===== config.mk =====
export PLATFORM = sky130hd
export DESIGN_NAME = muldiv_control_seq_flat
export DESIGN_NICKNAME = d
export VERILOG_FILES = /design/src/rtl/muldiv_control_seq_if.sv /design/src/rtl/muldiv_control_seq.sv /design/src/flat_wrapper.sv
export SDC_FILE = /design/constraint.sdc
export NUM_CORES = 1
export LEC_CHECK = 0
export CAP_MARGIN = 10
export CORE_UTILIZATION = 20
export DETAILED_ROUTE_END_ITERATION = 10
export PLACE_DENSITY = 0.76
export SLEW_MARGIN = 20
export SYNTH_ARGS = -nofsm -noshare
export SYNTH_HDL_FRONTEND = slang
export SYNTH_SLANG_ARGS = --single-unit

===== constraint.sdc =====
create_clock -name Clock -period 1.8 [get_ports Clock]
set_clock_uncertainty 0.05 [all_clocks]
set_input_delay 0.36 -clock Clock [delete_from_list [all_inputs] [get_ports Clock]]
set_output_delay 0.36 -clock Clock [all_outputs]
set_load 0.03 [all_outputs]

===== src/rtl/muldiv_control_seq_if.sv =====
// Bundle between the MUL/DIV control sequencer and its surroundings: requests and IR/ALU
// status in, datapath strobes and sequencer status out.
// Handshake: start is a level request that is sampled only while the sequencer is idle or
// finishing (T6); done is high for exactly the T6 cycle, and illegal pulses for one cycle
// when an instruction is abandoned.
interface muldiv_control_seq_if #(
    parameter int BITS      = 64,
    parameter int REGISTERS = 16
);
    logic                 start;
    logic [BITS-1:0]      IRVal;
    logic                 alu_done;
    logic                 PCout, MARin, IncPC, RZin, Read, PCin, MDRin, IRin;
    logic                 MDRout, RYin, Zlowout, Zhighout, LOin, HIin, MUL, DIV;
    logic [REGISTERS-1:0] GPRout;
    logic                 busy, done, illegal;
    logic [2:0]           state_dbg;

    modport master (
        output start, IRVal, alu_done,
        input  PCout, MARin, IncPC, RZin, Read, PCin, MDRin, IRin,
        input  MDRout, RYin, Zlowout, Zhighout, LOin, HIin, MUL, DIV,
        input  GPRout, busy, done, illegal, state_dbg
    );

    modport slave (
        input  start, IRVal, alu_done,
        output PCout, MARin, IncPC, RZin, Read, PCin, MDRin, IRin,
        output MDRout, RYin, Zlowout, Zhighout, LOin, HIin, MUL, DIV,
        output GPRout, busy, done, illegal, state_dbg
    );
endinterface


===== src/rtl/muldiv_control_seq.sv =====
// Hardwired T0-T6 fetch + MUL/DIV control sequencer for the bus datapath; T4 stretches until alu_done.
// Optional T4 watchdog: define MULDIV_WATCHDOG_EN to abort after MAX_WAIT cycles without alu_done.
module muldiv_control_seq #(
    parameter int         BITS      = 64,
    parameter int         REGISTERS = 16,
    parameter logic [4:0] OP_MUL    = 5'b01110,
    parameter logic [4:0] OP_DIV    = 5'b01111,
    parameter int         MAX_WAIT  = 64
) (
    input logic                 Clock,
    input logic                 reset,
    muldiv_control_seq_if.slave bus
);
    typedef enum logic [2:0] {IDLE, T0, T1, T2, T3, T4, T5, T6} state_t;

    state_t     state_q, state_d;
    logic [4:0] opcode;
    logic [3:0] ra, rb;
    logic       is_mul, is_div, wd_abort;

    assign opcode = bus.IRVal[31:27];
    assign ra     = bus.IRVal[26:23];
    assign rb     = bus.IRVal[22:19];
    assign is_mul = (opcode == OP_MUL);
    assign is_div = (opcode == OP_DIV);

    // Indices beyond the register file select nothing rather than wrapping.
    function automatic logic [REGISTERS-1:0] gpr_sel(input logic [3:0] idx);
        logic [REGISTERS-1:0] v;
        v = '0;
        for (int i = 0; i < REGISTERS; i++) v[i] = (int'(idx) == i);
        return v;
    endfunction

    always_ff @(posedge Clock or negedge reset) begin
        if (!reset) state_q <= IDLE;
        else        state_q <= state_d;
    end

`ifdef MULDIV_WATCHDOG_EN
    localparam int WW = $clog2(MAX_WAIT + 1);
    logic [WW-1:0] wait_q;

    // Held at zero outside T4, so it reads 0 on the first T4 cycle and n-1 on the n-th.
    always_ff @(posedge Clock or negedge reset) begin
        if (!reset)              wait_q <= '0;
        else if (state_q == T4)  wait_q <= wait_q + WW'(1);
        else                     wait_q <= '0;
    end

    assign wd_abort = (state_q == T4) && !bus.alu_done && (wait_q == WW'(MAX_WAIT - 1));
`else
    logic unused_max_wait;
    assign unused_max_wait = |MAX_WAIT;
    assign wd_abort        = 1'b0;
`endif

    generate
        if (BITS > 32) begin : g_ir_hi
            logic unused_ir_hi;
            assign unused_ir_hi = ^bus.IRVal[BITS-1:32];
        end
    endgenerate

    assign bus.busy      = (state_q != IDLE);
    assign bus.state_dbg = state_q;

    always_comb begin
        state_d      = state_q;
        bus.PCout    = 1'b0;
        bus.MARin    = 1'b0;
        bus.IncPC    = 1'b0;
        bus.RZin     = 1'b0;
        bus.Read     = 1'b0;
        bus.PCin     = 1'b0;
        bus.MDRin    = 1'b0;
        bus.IRin     = 1'b0;
        bus.MDRout   = 1'b0;
        bus.RYin     = 1'b0;
        bus.Zlowout  = 1'b0;
        bus.Zhighout = 1'b0;
        bus.LOin     = 1'b0;
        bus.HIin     = 1'b0;
        bus.MUL      = 1'b0;
        bus.DIV      = 1'b0;
        bus.GPRout   = '0;
        bus.done     = 1'b0;
        bus.illegal  = 1'b0;
        case (state_q)
            IDLE: if (bus.start) state_d = T0;
            T0: begin
                bus.PCout = 1'b1;
                bus.MARin = 1'b1;
                bus.IncPC = 1'b1;
                bus.RZin  = 1'b1;
                state_d   = T1;
            end
            T1: begin
                bus.Zlowout = 1'b1;
                bus.PCin    = 1'b1;
                bus.Read    = 1'b1;
                bus.MDRin   = 1'b1;
                state_d     = T2;
            end
            T2: begin
                bus.MDRout = 1'b1;
                bus.IRin   = 1'b1;
                state_d    = T3;
            end
            T3: begin
                if (is_mul || is_div) begin
                    bus.GPRout = gpr_sel(ra);
                    bus.RYin   = 1'b1;
                    state_d    = T4;
                end else begin
                    bus.illegal = 1'b1;
                    state_d     = IDLE;
                end
            end
            T4: begin
                // A watchdog abort blanks every strobe for its cycle; alu_done on the limit cycle still wins.
                if (wd_abort) begin
                    bus.illegal = 1'b1;
                    state_d     = IDLE;
                end else begin
                    bus.GPRout = gpr_sel(rb);
                    bus.RZin   = 1'b1;
                    bus.MUL    = is_mul;
                    bus.DIV    = is_div;
                    if (bus.alu_done) state_d = T5;
                end
            end
            T5: begin
                bus.Zlowout = 1'b1;
                bus.LOin    = 1'b1;
                state_d     = T6;
            end
            T6: begin
                bus.Zhighout = 1'b1;
                bus.HIin     = 1'b1;
                bus.done     = 1'b1;
                state_d      = bus.start ? T0 : IDLE;
            end
            default: state_d = IDLE;
        endcase
    end
endmodule


===== src/flat_wrapper.sv =====
// flat-port wrapper written by rule: the top's interface ports become plain ports
module muldiv_control_seq_flat 
#(
    parameter int         BITS      = 64,
    parameter int         REGISTERS = 16,
    parameter logic [4:0] OP_MUL    = 5'b01110,
    parameter logic [4:0] OP_DIV    = 5'b01111,
    parameter int         MAX_WAIT  = 64
)
  (Clock, reset, bus_start, bus_IRVal, bus_alu_done, bus_PCout, bus_MARin, bus_IncPC, bus_RZin, bus_Read, bus_PCin, bus_MDRin, bus_IRin, bus_MDRout, bus_RYin, bus_Zlowout, bus_Zhighout, bus_LOin, bus_HIin, bus_MUL, bus_DIV, bus_GPRout, bus_busy, bus_done, bus_illegal, bus_state_dbg);
  muldiv_control_seq_if #(.BITS(BITS), .REGISTERS(REGISTERS)) bus_i ();
  input logic Clock;
  input logic reset;
  input wire logic [$bits(bus_i.start)-1:0] bus_start;
  input wire logic [$bits(bus_i.IRVal)-1:0] bus_IRVal;
  input wire logic [$bits(bus_i.alu_done)-1:0] bus_alu_done;
  output wire logic [$bits(bus_i.PCout)-1:0] bus_PCout;
  output wire logic [$bits(bus_i.MARin)-1:0] bus_MARin;
  output wire logic [$bits(bus_i.IncPC)-1:0] bus_IncPC;
  output wire logic [$bits(bus_i.RZin)-1:0] bus_RZin;
  output wire logic [$bits(bus_i.Read)-1:0] bus_Read;
  output wire logic [$bits(bus_i.PCin)-1:0] bus_PCin;
  output wire logic [$bits(bus_i.MDRin)-1:0] bus_MDRin;
  output wire logic [$bits(bus_i.IRin)-1:0] bus_IRin;
  output wire logic [$bits(bus_i.MDRout)-1:0] bus_MDRout;
  output wire logic [$bits(bus_i.RYin)-1:0] bus_RYin;
  output wire logic [$bits(bus_i.Zlowout)-1:0] bus_Zlowout;
  output wire logic [$bits(bus_i.Zhighout)-1:0] bus_Zhighout;
  output wire logic [$bits(bus_i.LOin)-1:0] bus_LOin;
  output wire logic [$bits(bus_i.HIin)-1:0] bus_HIin;
  output wire logic [$bits(bus_i.MUL)-1:0] bus_MUL;
  output wire logic [$bits(bus_i.DIV)-1:0] bus_DIV;
  output wire logic [$bits(bus_i.GPRout)-1:0] bus_GPRout;
  output wire logic [$bits(bus_i.busy)-1:0] bus_busy;
  output wire logic [$bits(bus_i.done)-1:0] bus_done;
  output wire logic [$bits(bus_i.illegal)-1:0] bus_illegal;
  output wire logic [$bits(bus_i.state_dbg)-1:0] bus_state_dbg;
  assign bus_i.start = bus_start;
  assign bus_i.IRVal = bus_IRVal;
  assign bus_i.alu_done = bus_alu_done;
  assign bus_PCout = bus_i.PCout;
  assign bus_MARin = bus_i.MARin;
  assign bus_IncPC = bus_i.IncPC;
  assign bus_RZin = bus_i.RZin;
  assign bus_Read = bus_i.Read;
  assign bus_PCin = bus_i.PCin;
  assign bus_MDRin = bus_i.MDRin;
  assign bus_IRin = bus_i.IRin;
  assign bus_MDRout = bus_i.MDRout;
  assign bus_RYin = bus_i.RYin;
  assign bus_Zlowout = bus_i.Zlowout;
  assign bus_Zhighout = bus_i.Zhighout;
  assign bus_LOin = bus_i.LOin;
  assign bus_HIin = bus_i.HIin;
  assign bus_MUL = bus_i.MUL;
  assign bus_DIV = bus_i.DIV;
  assign bus_GPRout = bus_i.GPRout;
  assign bus_busy = bus_i.busy;
  assign bus_done = bus_i.done;
  assign bus_illegal = bus_i.illegal;
  assign bus_state_dbg = bus_i.state_dbg;
  muldiv_control_seq #(.BITS(BITS), .REGISTERS(REGISTERS), .OP_MUL(OP_MUL), .OP_DIV(OP_DIV), .MAX_WAIT(MAX_WAIT)) u_core (.Clock(Clock), .reset(reset), .bus(bus_i));
endmodule

# Word level (Yosys, flattened, before mapping)

Index checks and enable logic that the tools add are counted.

Reduce and logical (&&, ||, !) cells: 8
Eq/ne operators: 41
Muxes and demuxes: 20

Operator list:

| cell                                                            | count |
|---|---|
| 4-bit == test, second input constant                            | 16 |
| 4-bit by 3-bit == test with 1-bit output, second input constant | 8 |
| 16-bit one-hot mux with 2 select lines                          | 1 |
| 3-bit one-hot mux with 8 select lines                           | 1 |
| 4-bit by 2-bit == test with 1-bit output, second input constant | 4 |
| 16-bit two-way mux                                              | 1 |
| 1-bit two-way mux                                               | 14 |
| 3-bit == test, second input constant                            | 4 |
| 5-bit by 4-bit == test with 1-bit output, second input constant | 2 |
| 3-bit two-way mux                                               | 3 |
| 4-bit by 1-bit == test with 1-bit output, second input constant | 2 |
| 4-bit zero test                                                 | 2 |
| 3-bit by 2-bit == test with 1-bit output, second input constant | 2 |
| 2-bit != test, second input constant                            | 2 |
| 2-bit OR reduction                                              | 2 |
| 3-bit by 1-bit == test with 1-bit output, second input constant | 1 |
| 3-bit zero test                                                 | 1 |
| 3-bit nonzero test                                              | 1 |
| 2-bit AND reduction                                             | 1 |
| 1-bit logical OR                                                | 1 |

Register bits after elaboration: 3
Word-level logic and storage cells: 70
Output and inout bits: 38

# Longest topological paths before layout

Word-level depth: 4
Gate-level depth with buffers: 6

# Worst setup path before layout

OpenSTA, ideal clock, no wires.

Path type: register -> output
Start: register u_core.state_q[1] (netlist: u_core.bus.state_dbg[1])
End: output bus_GPRout[4]
Buffers on the path: 0
Arrival: 1917 ps
Cell stages (with the launch flop): 5
Setup slack: -527 ps
Cell sequence: dfrtp_1 -> inv_1 -> ha_1 -> nand4b_1 -> o32ai_1

Word-level cells in the longest chain between the ends: 2
Elaborated cells between the ends (all ways): 3

Ends and longest elaborated chain:

| what                                     | RTL line                 | text |
|---|---|---|
| start, declared                          | muldiv_control_seq.sv:16 | `state_t state_q, state_d;` |
| start signal, assigned                   | muldiv_control_seq.sv:37 | `else state_q <= state_d;` |
| 3-bit == test                            | muldiv_control_seq.sv:89 | `case (state_q)` |
| 16-bit one-hot mux with 2 select lines * | muldiv_control_seq.sv:89 |  |
| end, declared                            | flat_wrapper.sv:33       | `output wire logic [$bits(bus_i.GPRout)-1:0] bus_GPRout;` |

Every way passes the cells marked *; elsewhere a longest branch is shown, timed or not.

# Worst setup path after layout

Start: register u_core.state_q[1] (netlist: u_core.bus.state_dbg[1])
End: output bus_GPRout[0]

Same word-level chain as after synthesis.

==> out/qor.yml <==
sta:
  relSlewSlack_pct: 79.3
  tns_ps: -4300
  clock.fmax_mhz: 468
  rsz0062_at_grt: "yes"
  final_hold_viol_count: 0
  worst_pin_slew_ps: 311
  setup_violations: 19
  whs_ps: 257
  period_minus_slack_ps: 2140
  maxSlewViolCount: 0
  fin_ws_ps: -338
  period_share_pct: 119
drt:
  drcViolationCount: 0
  wl_per_cell_um: 13.3
  drtIter0Drc: 10
  ant_nets: 0
  wl_um: 2870
  via_count: 993
  drt_pass1_iterations: 2
  detail_route.vias_per_cell: 4.62
floorplanning:
  die_x_um: 60.0
  core-area_um2: 3130
  boundaryPins: 106
  start_util_pct: 21.5
  die_h_um: 60.0
  rows: 20
  die_area_um2: 3600
power_and_ir_drop:
  p_leak_uw: 0.000734
  fin_total_pwr_uw: 2030
  peakVddDrop_mv: 1.06
  p_per_area_nw_per_um2: 1110
worst_setup_path:
  crit_chain: "inv_4 > ha_4 > nand2_2 > or3_4 > o32ai_4 > buf_6"
  endpoint_kind: "output pin"
  crit_start: "u_core.bus.state_dbg[1]"
  max_stage_delay_ps: 410
  path_max_fanout: 4
  critical_path_required_ps: 1390
  reg2reg_from: "u_core.bus.state_dbg[1]"
  r2r_slack_ps: 190
  cpMaxStageDelayCell: "dfrtp_2"
  cp.arrival_ps: 1730
  criticalPathCategory: "flip-flop to output pin"
  critPathLaunchType: "flip-flop"
clock_tree:
  cts_tree: "built"
  path_clk_slew_ps: 40
  ctsHoldBuffers: 0
  ctsHtreeMaxLevel: 1
  clock-sinks: 3
  clk_latency_ps: 240
  tritoncts.num_buffers: 3
  root_buffer: "clkbuf_4"
  cts_buffer_depth: 2
yosys:
  synth.avg_cell_area_um2: 7.56
  synth-seq-cells: 3
  synth_top_area_cell: "dfrtp_1"
  synth_top_area_share_pct: 11.2
  ys_top_cells_by_area: "dfrtp_1, ha_1, buf_4"
  synth-simple-area-share_pct: 39.0
  synthAdderAreaFrac_pct: 11.2
  synth_seq_area_share_pct: 11.2
  synthesis.nets: 163
  synth_area_um2: 673
  synthMuxAreaShare_pct: 3.16
  synth_xor_area_share_pct: 0
  synth_top_family_by_area: "simple AND/OR/NAND/NOR gates"
  synth.distinct_cells: 32
  syn_inst: 89
  synth_compound_area_share_pct: 22.9
  yosys_warnings: 0
worst_hold_path:
  hp-class: "input port to async pin"
global_routing:
  grt_max_degree: 10
  grt_overflow: 0
  grt_pass1_wl_um: 4570
  grt_antenna_before_repair: 0
  grt_use_total_pct: 16.8
  grt_pass1_vias: 1027
cells_and_area:
  n_fill_cell: 292
  finish.utilization_pct: 58.2
  layout_commonest_cell: "buf_4"
  area_growth_pct: 171
  fin_nets: 246
  diodes: 0
  largest_reg_flops: 3
  layout-drive-gt1-share_pct: 69.0
  final_cell_mix: "buf_4, buf_6, clkdlybuf4s50_1, nand2_1, o21ai_4"
outcome:
  status: "finished with violations"
  failed_checks: "negative setup slack"
place:
  gp_congestion: 0.827
  post-place-ws_ps: -372
  dpl.hpwl_um: 2370
  io_buffers: 54
flow_run:
  maxCapViolCount: 0
==> report_power, final <==
group	internal, uW	total [uW]	leakage [uW]	switching [uW]
logic	818	1760	0.000686	937
registers	111	156	0.0000329	44.5
clock network	83.1	119	0.0000150	35.5
total	1010	2030	0.000734	1020
==> cell usage after synthesis <==
master,count
and2_1,4
nand4_1,1
nand2b_1,5
ha_1,6
or2_2,1
mux2i_1,1
and4_1,1
nor2b_1,5
o32ai_2,1
nand4b_1,3
a31o_2,1
buf_4,8
clkbuf_1,2
a211oi_1,2
nand2_2,1
nor2b_2,1
nand3_1,3
o22ai_2,1
o32ai_1,1
or3_4,1
nand2_1,8
mux2_1,1
nor2_1,3
a2bb2oi_1,1
nor3b_1,2
and4b_1,2
o21ai_1,8
dfrtp_1,3
inv_1,2
buf_2,2
o22ai_1,7
and4_2,1
==> worst max-delay path, delay by kind of cell, from the launching register on <==
| kind | cells | cell delay (ps) |
|---|---|---|
| and+or+nand+nor | 2 | 440 |
| DFF | 1 | 410 |
| AOI/OAI and AO/OA | 1 | 270 |
| buffers and inverters | 2 | 240 |
| adders and majority gates | 1 | 130 |
==> through the flow <==
step           instances  instance area, um2
2_1_floorplan         89                 932
3_3_place_gp         205                1580
3_5_place_dp         205                1580
4_1_cts              213                1760
5_1_grt              215                1820
6_report             215                1820
==> metal layers <==
layer / GRT usage [%] / routed length [um] / vias to the layer above
li1: - / - / 486
met1: 17.5 / 1040 / 462
met2: 34.9 / 1610 / 40
met3: 0.866 / 175 / 5
met4: 4.98 / 40 / 0
met5: 0 / 0 / -
==> layout make-up <==
type / instances / area [um2] / share of cell area [%]
sequential: 3 / 77.6 / 4.26
multi-input combinational: 72 / 815 / 44.7
inverter: 2 / 10.0 / 0.549
tap: 44 / 55.1 / 3.02
clock buffer: 4 / 26.3 / 1.44
timing repair buffer: 90 / 838 / 46.0
==> path summary, 6_finish.rpt <==
kind,endpoint,cells past startpoint
worst max-delay path,bus_GPRout[0],6
worst min-delay path,u_core.bus.state_dbg[2],1
worst max register to register,u_core.bus.state_dbg[1],7
worst min register to register,u_core.bus.state_dbg[1],2
max in group asynchronous,u_core.bus.state_dbg[0],1
min in group Clock,u_core.bus.state_dbg[1],2
==> what timing repair did <==
item,CTS,global route
gates resized for setup,45,11
buffers inserted,5,3
pin swaps,3,5
endpoints found under the setup margin,31,30
==> logic make-up after synthesis <==
kind of cell | Yosys count
AND/OR/NAND/NOR | 42
buffers and inverters | 14
multiplexers | 2
flip-flops | 3
adder cells (fa/ha/maj) | 6
AO/OA/AOI/OAI | 22
No activity file was read; power rests on OpenSTA's default activity.
